`src/rtl/fpu_pkg.sv`:
```
// Shared FPU constants and the unpacked binary32 view used by the squaring datapath.
package fpu_pkg;

  localparam int          BIAS    = 127;
  localparam int          EXP_MAX = 255;
  localparam logic [31:0] POS_INF = 32'h7F80_0000;
  localparam logic [31:0] QNAN    = 32'h7FC0_0000;

  typedef struct packed {
    logic        sign;
    logic [7:0]  exp;
    logic [22:0] frac;
  } float_t;

  function automatic logic [23:0] mant_of(input float_t f);
    return {1'b1, f.frac};
  endfunction

endpackage

```
`src/rtl/fsquare_round.sv`:
```
// Combinational output stage of fsquare: normalise the 48-bit square, round half-up,
// form the biased exponent and select zero / +inf / NaN / finite result.
module fsquare_round
  import fpu_pkg::*;
(
  input  logic [47:0] p_i,
  input  logic [7:0]  e_i,
  input  logic        is_inf_i,
  input  logic        is_nan_i,
  output logic [31:0] y_o
);

  localparam logic signed [9:0] EXP_OVF = 10'(EXP_MAX);

  logic              norm_n;
  logic [22:0]       mant;
  logic              rnd;
  logic [23:0]       mant_sum;
  logic              carry;
  logic [9:0]        exp_w;
  logic signed [9:0] exp_s;
  logic              unused_low;

  // Half-up rounding looks only at the first dropped bit, so the low product bits are dead.
  assign unused_low = ^p_i[21:0];

  always_comb begin
    norm_n   = p_i[47];
    mant     = norm_n ? p_i[46:24] : p_i[45:23];
    rnd      = norm_n ? p_i[23]    : p_i[22];
    mant_sum = {1'b0, mant} + {23'd0, rnd};
    carry    = mant_sum[23];
    exp_w    = {1'b0, e_i, 1'b0} + {9'd0, norm_n} + {9'd0, carry} - 10'(BIAS);
    exp_s    = $signed(exp_w);

    y_o = 32'h0000_0000;
    if (is_nan_i) begin
      y_o = QNAN;
    end else if (is_inf_i) begin
      y_o = POS_INF;
    end else if (e_i == 8'd0) begin
      y_o = 32'h0000_0000;
    end else if (exp_s >= EXP_OVF) begin
      y_o = POS_INF;
    end else if (exp_s <= 10'sd0) begin
      y_o = 32'h0000_0000;
    end else begin
      y_o = {1'b0, exp_w[7:0], mant_sum[22:0]};
    end
  end

endmodule

```
`src/rtl/fsquare.sv`:
```
// Pipelined binary32 squarer y = x*x: 3-stage, result 3 edges after acceptance, one op/cycle;
// whole pipe stalls while out_valid && !out_ready. FSQUARE_SPECIAL_EN enables inf/NaN decode of e=255.
module fsquare
  import fpu_pkg::*;
(
  input  logic        clk,
  input  logic        rstn,
  input  logic        in_valid,
  output logic        in_ready,
  input  logic [31:0] x,
  output logic        out_valid,
  input  logic        out_ready,
  output logic [31:0] y
);

  logic        adv;

  logic        s1_vld_q;
  float_t      x1_q;

  logic        s2_vld_q;
  logic [47:0] p2_q;
  logic [7:0]  e2_q;
  logic        inf2_q;
  logic        nan2_q;

  logic        out_vld_q;
  logic [31:0] y_q;

  logic [23:0] m1;
  logic [47:0] p_d;
  logic        inf_d;
  logic        nan_d;
  logic [31:0] y_d;
  logic        unused_sign;

  assign adv      = !out_vld_q || out_ready;
  assign in_ready = adv;

  assign m1          = mant_of(x1_q);
  assign p_d         = {24'd0, m1} * {24'd0, m1};
  assign unused_sign = x1_q.sign;

`ifdef FSQUARE_SPECIAL_EN
  assign inf_d = (x1_q.exp == 8'hFF) && (x1_q.frac == 23'd0);
  assign nan_d = (x1_q.exp == 8'hFF) && (x1_q.frac != 23'd0);
`else
  assign inf_d = 1'b0;
  assign nan_d = 1'b0;
`endif

  fsquare_round u_round (
    .p_i      (p2_q),
    .e_i      (e2_q),
    .is_inf_i (inf2_q),
    .is_nan_i (nan2_q),
    .y_o      (y_d)
  );

  // Valid bits and the output register are the only reset state.
  always_ff @(posedge clk or negedge rstn) begin
    if (!rstn) begin
      s1_vld_q  <= 1'b0;
      s2_vld_q  <= 1'b0;
      out_vld_q <= 1'b0;
      y_q       <= 32'h0000_0000;
    end else if (adv) begin
      s1_vld_q  <= in_valid;
      s2_vld_q  <= s1_vld_q;
      out_vld_q <= s2_vld_q;
      if (s2_vld_q) begin
        y_q <= y_d;
      end
    end
  end

  always_ff @(posedge clk) begin
    if (adv && in_valid) begin
      x1_q <= x;
    end
    if (adv) begin
      p2_q   <= p_d;
      e2_q   <= x1_q.exp;
      inf2_q <= inf_d;
      nan2_q <= nan_d;
    end
  end

  assign out_valid = out_vld_q;
  assign y         = y_q;

endmodule

```
`config.mk`:
```
export PLATFORM = sky130hd
export DESIGN_NAME = fsquare
export DESIGN_NICKNAME = d
export VERILOG_FILES = /design/src/rtl/fpu_pkg.sv /design/src/rtl/fsquare_round.sv /design/src/rtl/fsquare.sv
export SDC_FILE = /design/constraint.sdc
export NUM_CORES = 1
export LEC_CHECK = 0
export CORE_UTILIZATION = 35
export CTS_CLUSTER_SIZE = 10
export DETAILED_ROUTE_END_ITERATION = 6
export PLACE_DENSITY_LB_ADDON = 0.15
export SYNTH_ARGS = -nofsm -noshare
export SYNTH_HDL_FRONTEND = slang
export SYNTH_SLANG_ARGS = --single-unit
```
`constraint.sdc`:
```
create_clock -name clk -period 16.05 [get_ports clk]
set_clock_uncertainty 0.2 [all_clocks]
set_input_delay 4.0125 -clock clk [delete_from_list [all_inputs] [get_ports clk]]
set_output_delay 4.0125 -clock clk [all_outputs]
set_load 0.1 [all_outputs]
```
* Word level (Yosys, flattened, before mapping) *
Cells that the tools add are included.

operators by class
  add/sub/neg operators = 4
  $mul = 1
  order comparisons = 2
  muxes and demuxes = 5
  reductions and logical operators = 5

operators by type and width
  cell                   count
  $mux 32                2
  $mul 24x24->48         1
  $mux 31                1
  $add 23x1->24          1
  $mux 23                1
  $add 10x1->10          1
  $add 9x1->10           1
  $ge 10x9->1 const B    1
  $le 10x1->1 const B    1
  $sub 10x7->10 const B  1
  $logic_not 8->1        1
  $reduce_and 2->1       1
  $logic_and 1x1->1      1
  $logic_not 1->1        1
  $logic_or 1x1->1       1
  $mux 1                 1

word-level totals
  flip-flop bits (word level) = 122
  output and inout port bits = 34
  word-level logic and storage cells = 25

* Longest topological paths before layout *
Gate-level depths: netlist of the first run.

  word-level depth = 8
  mapped depth = 26
  mapped depth without buffers = 25

* Hierarchy *
A second synthesis of the first run with hierarchy kept.

second synthesis, totals
  cell total of the unflattened synthesis = 2172
  area total of the unflattened synthesis = 21514.4 um^2

modules (own cells, without submodules)
  module         times used  cells an instance  area each (um^2)  sequential area each (um^2)
  fsquare        1           1959               20043.0           3458.3
  fsquare_round  1           213                1471.4            0.0

* Worst setup path before layout of the first run *
No wires, ideal clock.

  path type = input-to-output
  start = input out_ready
  end = output in_ready
  arrival = 5.979 ns
  data required time = 11.837 ns
  setup slack = 5.858 ns
  cell stages on the path = 2
  path buffers = 1
  path through = nand2b_1 > clkbuf_1

on the way
  cells in the longest elaborated chain, start to end = 1

ends and longest elaborated chain
  element           RTL line       text
  from (decl)       fsquare.sv:12  input logic out_ready,
  $logic_or 1x1->1  fsquare.sv:37  assign adv = !out_vld_q || out_ready;
  to (decl)         fsquare.sv:9   output logic in_ready,

Every way passes these cells.

* Worst setup path after layout of the first run *
Ends and elaborated chain as after synthesis.

==> results of run 1 <==
-- metrics by stage --
step	cells	utilization [%]	worst slack, ns	hold slack [ns]
2_1_floorplan	2055	-	5.86	0.200
3_3_place_gp	2849	38.3	5.58	0.201
3_5_place_dp	2849	38.3	5.59	0.205
4_1_cts	2865	38.8	5.58	0.221
5_1_grt	2865	38.8	5.44	0.227
6_report	2865	38.8	5.61	0.220
-- kinds of logic (layout without fill, tap and decap cells) --
kind of cell    Yosys count  count (layout)
compound gates          181             181
xor+xnor                 72              72
fa+ha+maj               606             606
buf+inv                 647             701
flops                    99              99
mux                      23              23
other cells               1               1
simple gates            426             426
-- worst min-delay path by stage --
stage and endpoint:
6_report e2_q[1], 5_1_grt e2_q[0], 4_1_cts e2_q[2], 3_5_place_dp e2_q[2], 3_3_place_gp e2_q[1], 2_1_floorplan e2_q[0]
-- flip-flops by register name, summed over array words and instances, names as in the netlist --
| signal | cells |
|---|---|
| e2_q | 8 |
| m1 | 23 |
| p2_q | 26 |
| s2_vld_q | 1 |
| out_valid | 1 |
| x1_q | 8 |
| s1_vld_q | 1 |
| y | 31 |
-- cell usage in the layout (no fill, tap or decap), types with 6 or more instances in the layout --
| master | n |
|---|---|
| dfrtp_1 | 34 |
| inv_1 | 587 |
| fa_1 | 423 |
| nor3_1 | 7 |
| nor2_1 | 81 |
| clkdlybuf4s50_1 | 67 |
| a22o_1 | 21 |
| buf_4 | 27 |
| xnor2_1 | 46 |
| o21ai_0 | 30 |
| and2_1 | 71 |
| mux2i_1 | 12 |
| a21oi_1 | 62 |
| o21ai_1 | 6 |
| xor2_1 | 26 |
| nand2_1 | 202 |
| mux2_2 | 11 |
| nand3_1 | 24 |
| ha_1 | 183 |
| o21a_1 | 8 |
| clkbuf_16 | 10 |
| a21o_1 | 17 |
| nor2b_1 | 11 |
| edfxtp_1 | 65 |
-- per-layer routing --
layer / GRT usage [%] / part of all wire, %
met5: 0 / 0.024
met4: 3.97 / 1.8
met3: 2.73 / 3.8
met2: 29.4 / 46
met1: 25.6 / 48
-- final cells by class --
| class | instances | share of cell area (%) |
|---|---|---|
| Multi-Input combinational cell | 1309 | 67.4 |
| Sequential cell | 99 | 12.8 |
| Timing Repair Buffer | 94 | 3.98 |
| Clock inverter | 6 | 0.285 |
| Clock buffer | 10 | 1.14 |
| Inverter | 591 | 10.1 |
| Tap cell | 756 | 4.31 |
-- worst max-delay path, delay by kind of cell --
kind | cells | cell delay, ns
buffers and inverters | 3 | 2.08
AND/OR/NAND/NOR | 1 | 0.10
==> metrics.yaml, run 1 <==
outcome: "finished, final reports clean"
worstHoldStart: "x1_q[24]"
insertion_delay_ns: 0.39
worstPathArrival_ns: 6.23
cp.required_ns: 11.84
syn_inst: 2055
yosysSeqAreaShare_pct: 14.0
grt_max_degree: 42
syn_area_sq_um: 20000
yosys.area.top_type: "fa_1"
cts-resized-gates: 0
fin_crit_sh_pct: 65.0
synthAdderAreaFrac_pct: 53.7
dr.pass1.iters: 4
crit_slowest_cell: "clkdlybuf4s50_1"
finalMaxSlewViolations: 0
synth.yosys.warnings: 0
synth-main-ff-cell: "edfxtp_1"
drc: 0
diodes: 0
coreArea_sq_um: 56500
place_area_sq_um: 21600
clockBufferDepth: 2
viasPerCell: 4.64
synth_commonest_cells: "inv_1, fa_1, nand2_1"
start_util_pct: 35.5
reg2reg_from: "m1[0]"
slowest_delay_ns: 1.23
hold_viol: 0
synth_seq_cells: 99
reg2reg_depth: 22
synth-simple-area-share_pct: 9.80
htree_levels: 3
reg2reg_slack_ns: 7.78
area_growth_pct: 9.56
finalCriticalPeriod_ns: 10.44
grt_pass1_vias: 14760
cpMostUsedCell: "clkdlybuf4s50_1"
setup_violations: 0
cts.clk_slew.worst_paths_ns: 0.07
min_path_cells: 0
synth_top_family_by_area: "adder cells"
synth_area_leaders: "fa_1, ha_1, inv_1, edfxtp_1, dfrtp_1"
drt_iter0_markers: 601
antenna_found_initial: 2
drv_cap: 0
grt_usage_pct: 18.1
worstSetupPathType: "in2out"
synth_compound_area_share_pct: 5.95
die_width_um: 241
io_buffers: 67
async_flop_share_pct: 34.3
cts_root_buf: "clkbuf_16"
gr-total-overflow: 0
synth.distinct_cells: 62
gp_congestion: 0.849
endpoint: "in_ready"
slew_headroom_pct: 31.2
vias: 13290
worst_pin_slew_ns: 1.03
hp-class: "reg2reg"
syn_avg_cell_area_sq_um: 9.75
synth_edf_count: 65
die-area_sq_um: 58200
hpwlAfterDp_um: 39200
hold_buffers: 0
cts_buffers: 9
rsz0062_at_grt: "false"
ff_latch_area_sq_um: 2800
tns_ns: 0
multiInputGateArea_sq_um: 14800
grt_first_pass_wirelength_um: 80500
start_kind: "input pin"
syn-num-nets: 2697
postCtsSetupRepairBufs: 0
post_drt_wl_per_cell_um: 17.2
cts_sinks: 99
cts_tree: "built"
rows: 87
r2r_end: "p2_q[44]"
crit_path_start: "out_ready"
design_area_sq_um: 21900
crit_chain: "clkdlybuf4s50_1, nand2b_2, buf_4, clkdlybuf4s50_1"
finalNetCount: 2746
fmaxAchievable_ghz: 0.0958
crit_fanout: 41
finalWirelength_um: 49100
die_y_um: 241
drtAntennaViolNets: 0
io_pins: 70
synthMuxAreaShare_pct: 1.22
nFillCells: 5602
end_kind: "output pin"
synth_top_area_share_pct: 42.3
synth_xor_area_share_pct: 3.15
yosysMostFrequentCell: "inv_1"
drive_above_1_share_pct: 3.18
Power of run 1 is not shown: default switching activity piles up to over one toggle a cycle in this logic, so the estimate is an artifact.
==> run 2, diff against run 1 <==
- clock period: 16.05 -> 9.52 ns (I/O delays scaled with it)
==> metrics.yaml, run 2 (synthesis gave the netlist of run 1 again) <==
outcome: "finished, final reports clean"
r2r_end: "p2_q[44]"
gr-total-overflow: 0
reg2reg_depth: 22
hold_buffers: 0
coreArea_sq_um: 56500
worstSetupPathType: "reg2reg"
finalCriticalPeriod_ns: 8.16
finalWirelength_um: 49600
dr.pass1.iters: 5
final_cell_mix: "inv_1, fa_1, nand2_1"
worst_pin_slew_ns: 1.09
endpoint: "p2_q[44]"
io_buffers: 67
insertion_delay_ns: 0.39
finalMaxSlewViolations: 0
design_area_sq_um: 22000
finalNetCount: 2755
rows: 87
worstPathArrival_ns: 8.14
grt_usage_pct: 18.3
area_growth_pct: 9.80
place_inst: 2858
die_width_um: 241
die_y_um: 241
clockBufferDepth: 2
cp.required_ns: 9.51
cts_sinks: 99
viasPerCell: 4.62
rsz0062_at_grt: "false"
end_kind: "flip-flop"
cpMostUsedCell: "fa_1"
gp_congestion: 0.856
layout_commonest_cell: "inv_1"
reg2reg_from: "m1[1]"
grt_first_pass_wirelength_um: 80900
diodes: 0
utilization_pct: 38.9
crit_path_start: "m1[1]"
start_util_pct: 35.5
htree_levels: 3
cts-resized-gates: 0
vias: 13270
io_pins: 70
fmaxAchievable_ghz: 0.123
post_drt_wl_per_cell_um: 17.3
tns_ns: 0
grt_pass1_vias: 14768
start_kind: "flip-flop"
drc: 0
crit_slowest_cell: "edfxtp_1"
antenna_found_initial: 0
hpwlAfterDp_um: 41500
setup_violations: 0
cts_root_buf: "clkbuf_16"
hold_viol: 0
drtAntennaViolNets: 0
reg2reg_slack_ns: 1.36
largest_reg_flops: 31
drive_above_1_share_pct: 3.59
die-area_sq_um: 58200
crit_chain: "nand2_1, fa_1, inv_1, fa_1, fa_1, inv_1, fa_1, inv_1, fa_1, fa_1, inv_1, fa_1, inv_1, ha_1, a211oi_1, nand2_1, or3_1, o21a_1, o21ai_1, o41ai_1, or2_1, a221oi_1"
hp-class: "reg2reg"
fin_crit_sh_pct: 85.7
postCtsSetupRepairBufs: 0
final_cell_count_no_fill: 2874
crit_fanout: 24
drv_cap: 0
cts_tree: "built"
slew_headroom_pct: 27.3
drt_iter0_markers: 624
place_area_sq_um: 21700
cts_buffers: 9
slowest_delay_ns: 1.08
cts.clk_slew.worst_paths_ns: 0.09
grt_max_degree: 42
-- run 2: changes by cell type in the layout (fill, tap and decap cells not counted) --
cell / delta
buf_4: +9
clkbuf_16: -1
clkinv_2: +1
clkinv_4: +1
inv_4: -1
inv_6: +1
inv_8: -1
-- run 2: how the worst min path moves through the flow --
stage / start / endpoint / slack [ns] / cells past startpoint
floorplan: x1_q[23] / e2_q[0] / 0.20 / 0
finish: x1_q[23] / e2_q[0] / 0.22 / 0
global placement: x1_q[25] / e2_q[2] / 0.20 / 0
CTS: x1_q[23] / e2_q[0] / 0.22 / 0
detailed placement: x1_q[25] / e2_q[2] / 0.21 / 0
global route: x1_q[23] / e2_q[0] / 0.22 / 0
-- run 2: through the flow --
step | hold slack [ns] | worst slack (ns)
6_report | 0.222 | 1.36
5_1_grt | 0.224 | 0.897
4_1_cts | 0.224 | 1.33
3_5_place_dp | 0.206 | 1.40
3_3_place_gp | 0.201 | 1.41
2_1_floorplan | 0.200 | 2.45
-- run 2: cell type report --
| type | instances | area [sq um] |
|---|---|---|
| multi-input combinational | 1309 | 14800 |
| clock buffer | 9 | 225 |
| clock inverter | 7 | 67.6 |
| fill | 5630 | 34500 |
| timing repair buffer | 103 | 941 |
| tap | 756 | 946 |
| sequential | 99 | 2800 |
| inverter | 591 | 2220 |
-- run 2: layer usage --
metal  vias to the layer above  routed length [um]  track usage (%)
li1                       6251                   -                -
met1                      6741               23900             26.1
met2                       241               22600             29.5
met3                        37                2210             2.77
met4                         0                 938             3.82
met5                         -                   0                0
-- run 2: critical path: cells and delay by family (launching register included) --
family,cells,cell delay [ns]
DFF,1,1.08
buffers and inverters,5,0.26
AOI/OAI and AO/OA,5,1.42
and+or+nand+nor,4,1.03
adders and majority gates,8,3.95
Power of run 2 is left out for the same reason.
==> run 3, diff against run 2 <==
- ABC_AREA: default -> 0
- PLACE_DENSITY: default -> 0.59
- PLACE_DENSITY_LB_ADDON: 0.15 -> default
- SLEW_MARGIN: default -> 5
==> metrics.yaml, run 3 (synthesis gave the netlist of run 1 again) <==
cts_tree: "built"
grt_first_pass_wirelength_um: 78300
coreArea_sq_um: 56500
layout_commonest_cell: "inv_1"
outcome: "finished, final reports clean"
cp.required_ns: 9.45
cts_buffers: 9
clockBufferDepth: 2
die-area_sq_um: 58200
reg2reg_depth: 24
met3_length_um: 2390
setup_ws_ns: 1.28
fin_crit_sh_pct: 86.6
worst_pin_slew_ns: 1.13
finalMaxSlewViolations: 0
pre_cts_ws_ns: 1.41
post_drt_wl_per_cell_um: 16.7
finalNetCount: 2750
postCtsSetupRepairBufs: 0
route.met2.wl_um: 22900
hp-class: "reg2reg"
antenna_found_initial: 1
grt_pass1_vias: 14781
finalCriticalPeriod_ns: 8.24
cts_root_buf: "clkbuf_16"
cts.clk_slew.worst_paths_ns: 0.10
viasPerCell: 4.70
cts_sinks: 99
io_buffers: 67
drc: 0
start_kind: "flip-flop"
grt_max_degree: 42
hold_buffers: 0
slowest_delay_ns: 0.94
rows: 87
fmaxAchievable_ghz: 0.121
rsz0062_at_grt: "false"
cts-resized-gates: 0
vias: 13478
crit_chain: "inv_2, nor2_1, inv_1, fa_1, inv_1, fa_1, inv_1, fa_1, inv_1, fa_1, fa_1, fa_1, inv_1, fa_1, inv_1, ha_1, a21oi_1, o21ai_0, a221oi_1, nand3_1, o21ai_1, a31oi_1, a21oi_1, xnor2_1"
gp_congestion: 0.861
met1Wirelength_um: 21900
largest_reg_flops: 31
finalWirelength_um: 48000
end_kind: "flip-flop"
insertion_delay_ns: 0.39
gr-total-overflow: 0
cpMostUsedCell: "fa_1"
top_layer_used: "met4"
die_y_um: 241
setup_violations: 0
hpwlAfterDp_um: 39700
crit_fanout: 16
worstSetupPathType: "reg2reg"
dr.pass1.iters: 5
grt_usage_pct: 17.5
drive_above_1_share_pct: 3.31
start_util_pct: 35.5
hold_viol: 0
drv_cap: 0
worstPathArrival_ns: 8.17
drtAntennaViolNets: 0
min_path_cells: 0
htree_levels: 3
crit_slowest_cell: "edfxtp_1"
final_cell_mix: "inv_1, fa_1, nand2_1"
slew_headroom_pct: 24.8
die_width_um: 241
drt_iter0_markers: 668
io_pins: 70
area_growth_pct: 9.72
tns_ns: 0
run 3: cell count changes in the layout (fill, tap and decap cells not counted):
cell	change
buf_4	-5
clkbuf_16	+2
clkinv_4	-2
inv_4	+2
clkbuf_1	+1
clkinv_2	-1
clkinv_8	-1
diode_2	+1
inv_6	-1
run 3: layer usage:
| layer | vias to the layer above | global-route usage, % |
|---|---|---|
| met5 | - | 0 |
| met3 | 56 | 3.07 |
| met1 | 6865 | 23.6 |
| met4 | 0 | 3.84 |
| met2 | 298 | 29.5 |
| li1 | 6259 | - |
run 3: area by class of cell:
cell class              instances  area (sq um)
flip-flops and latches         99          2800
clock inverters                 4          32.5
well taps                     756           946
repair buffers                 98           903
inverters                     591          2220
clock buffers                  12           279
fillers                      5559         34500
diodes                          1          2.50
multi-input cells            1309         14800
run 3: stage by stage:
stage               cell area (sq um)  hold WS [ns]  util [%]  std cells
floorplan                       20000         0.200         -       2055
global placement                21700         0.204      38.3       2853
detailed placement              21700         0.205      38.3       2853
CTS                             22000         0.223      38.9       2869
global route                    22000         0.229      38.9       2869
finish                          22000         0.216      38.9       2870
run 3: final timing paths:
kind                            startpoint  endpoint  slack (ns)
worst max-delay path                 m1[8]  p2_q[47]        1.28
worst min-delay path              x1_q[23]   e2_q[0]        0.22
worst max register to register       m1[8]  p2_q[47]        1.28
worst min register to register    x1_q[23]   e2_q[0]        0.22
max in group asynchronous             rstn     y[19]        6.60
min in group asynchronous             rstn      y[9]        2.21
run 3: worst max-delay path: cells and delay by family, from the launching register on:
family          cells  cell delay (ns)
fa+ha+maj           8             3.76
compound gates      6             1.78
flops               1             0.94
buf+inv             7             0.75
simple gates        2             0.43
xor+xnor            1             0.08
Power of run 3 is left out for the same reason.
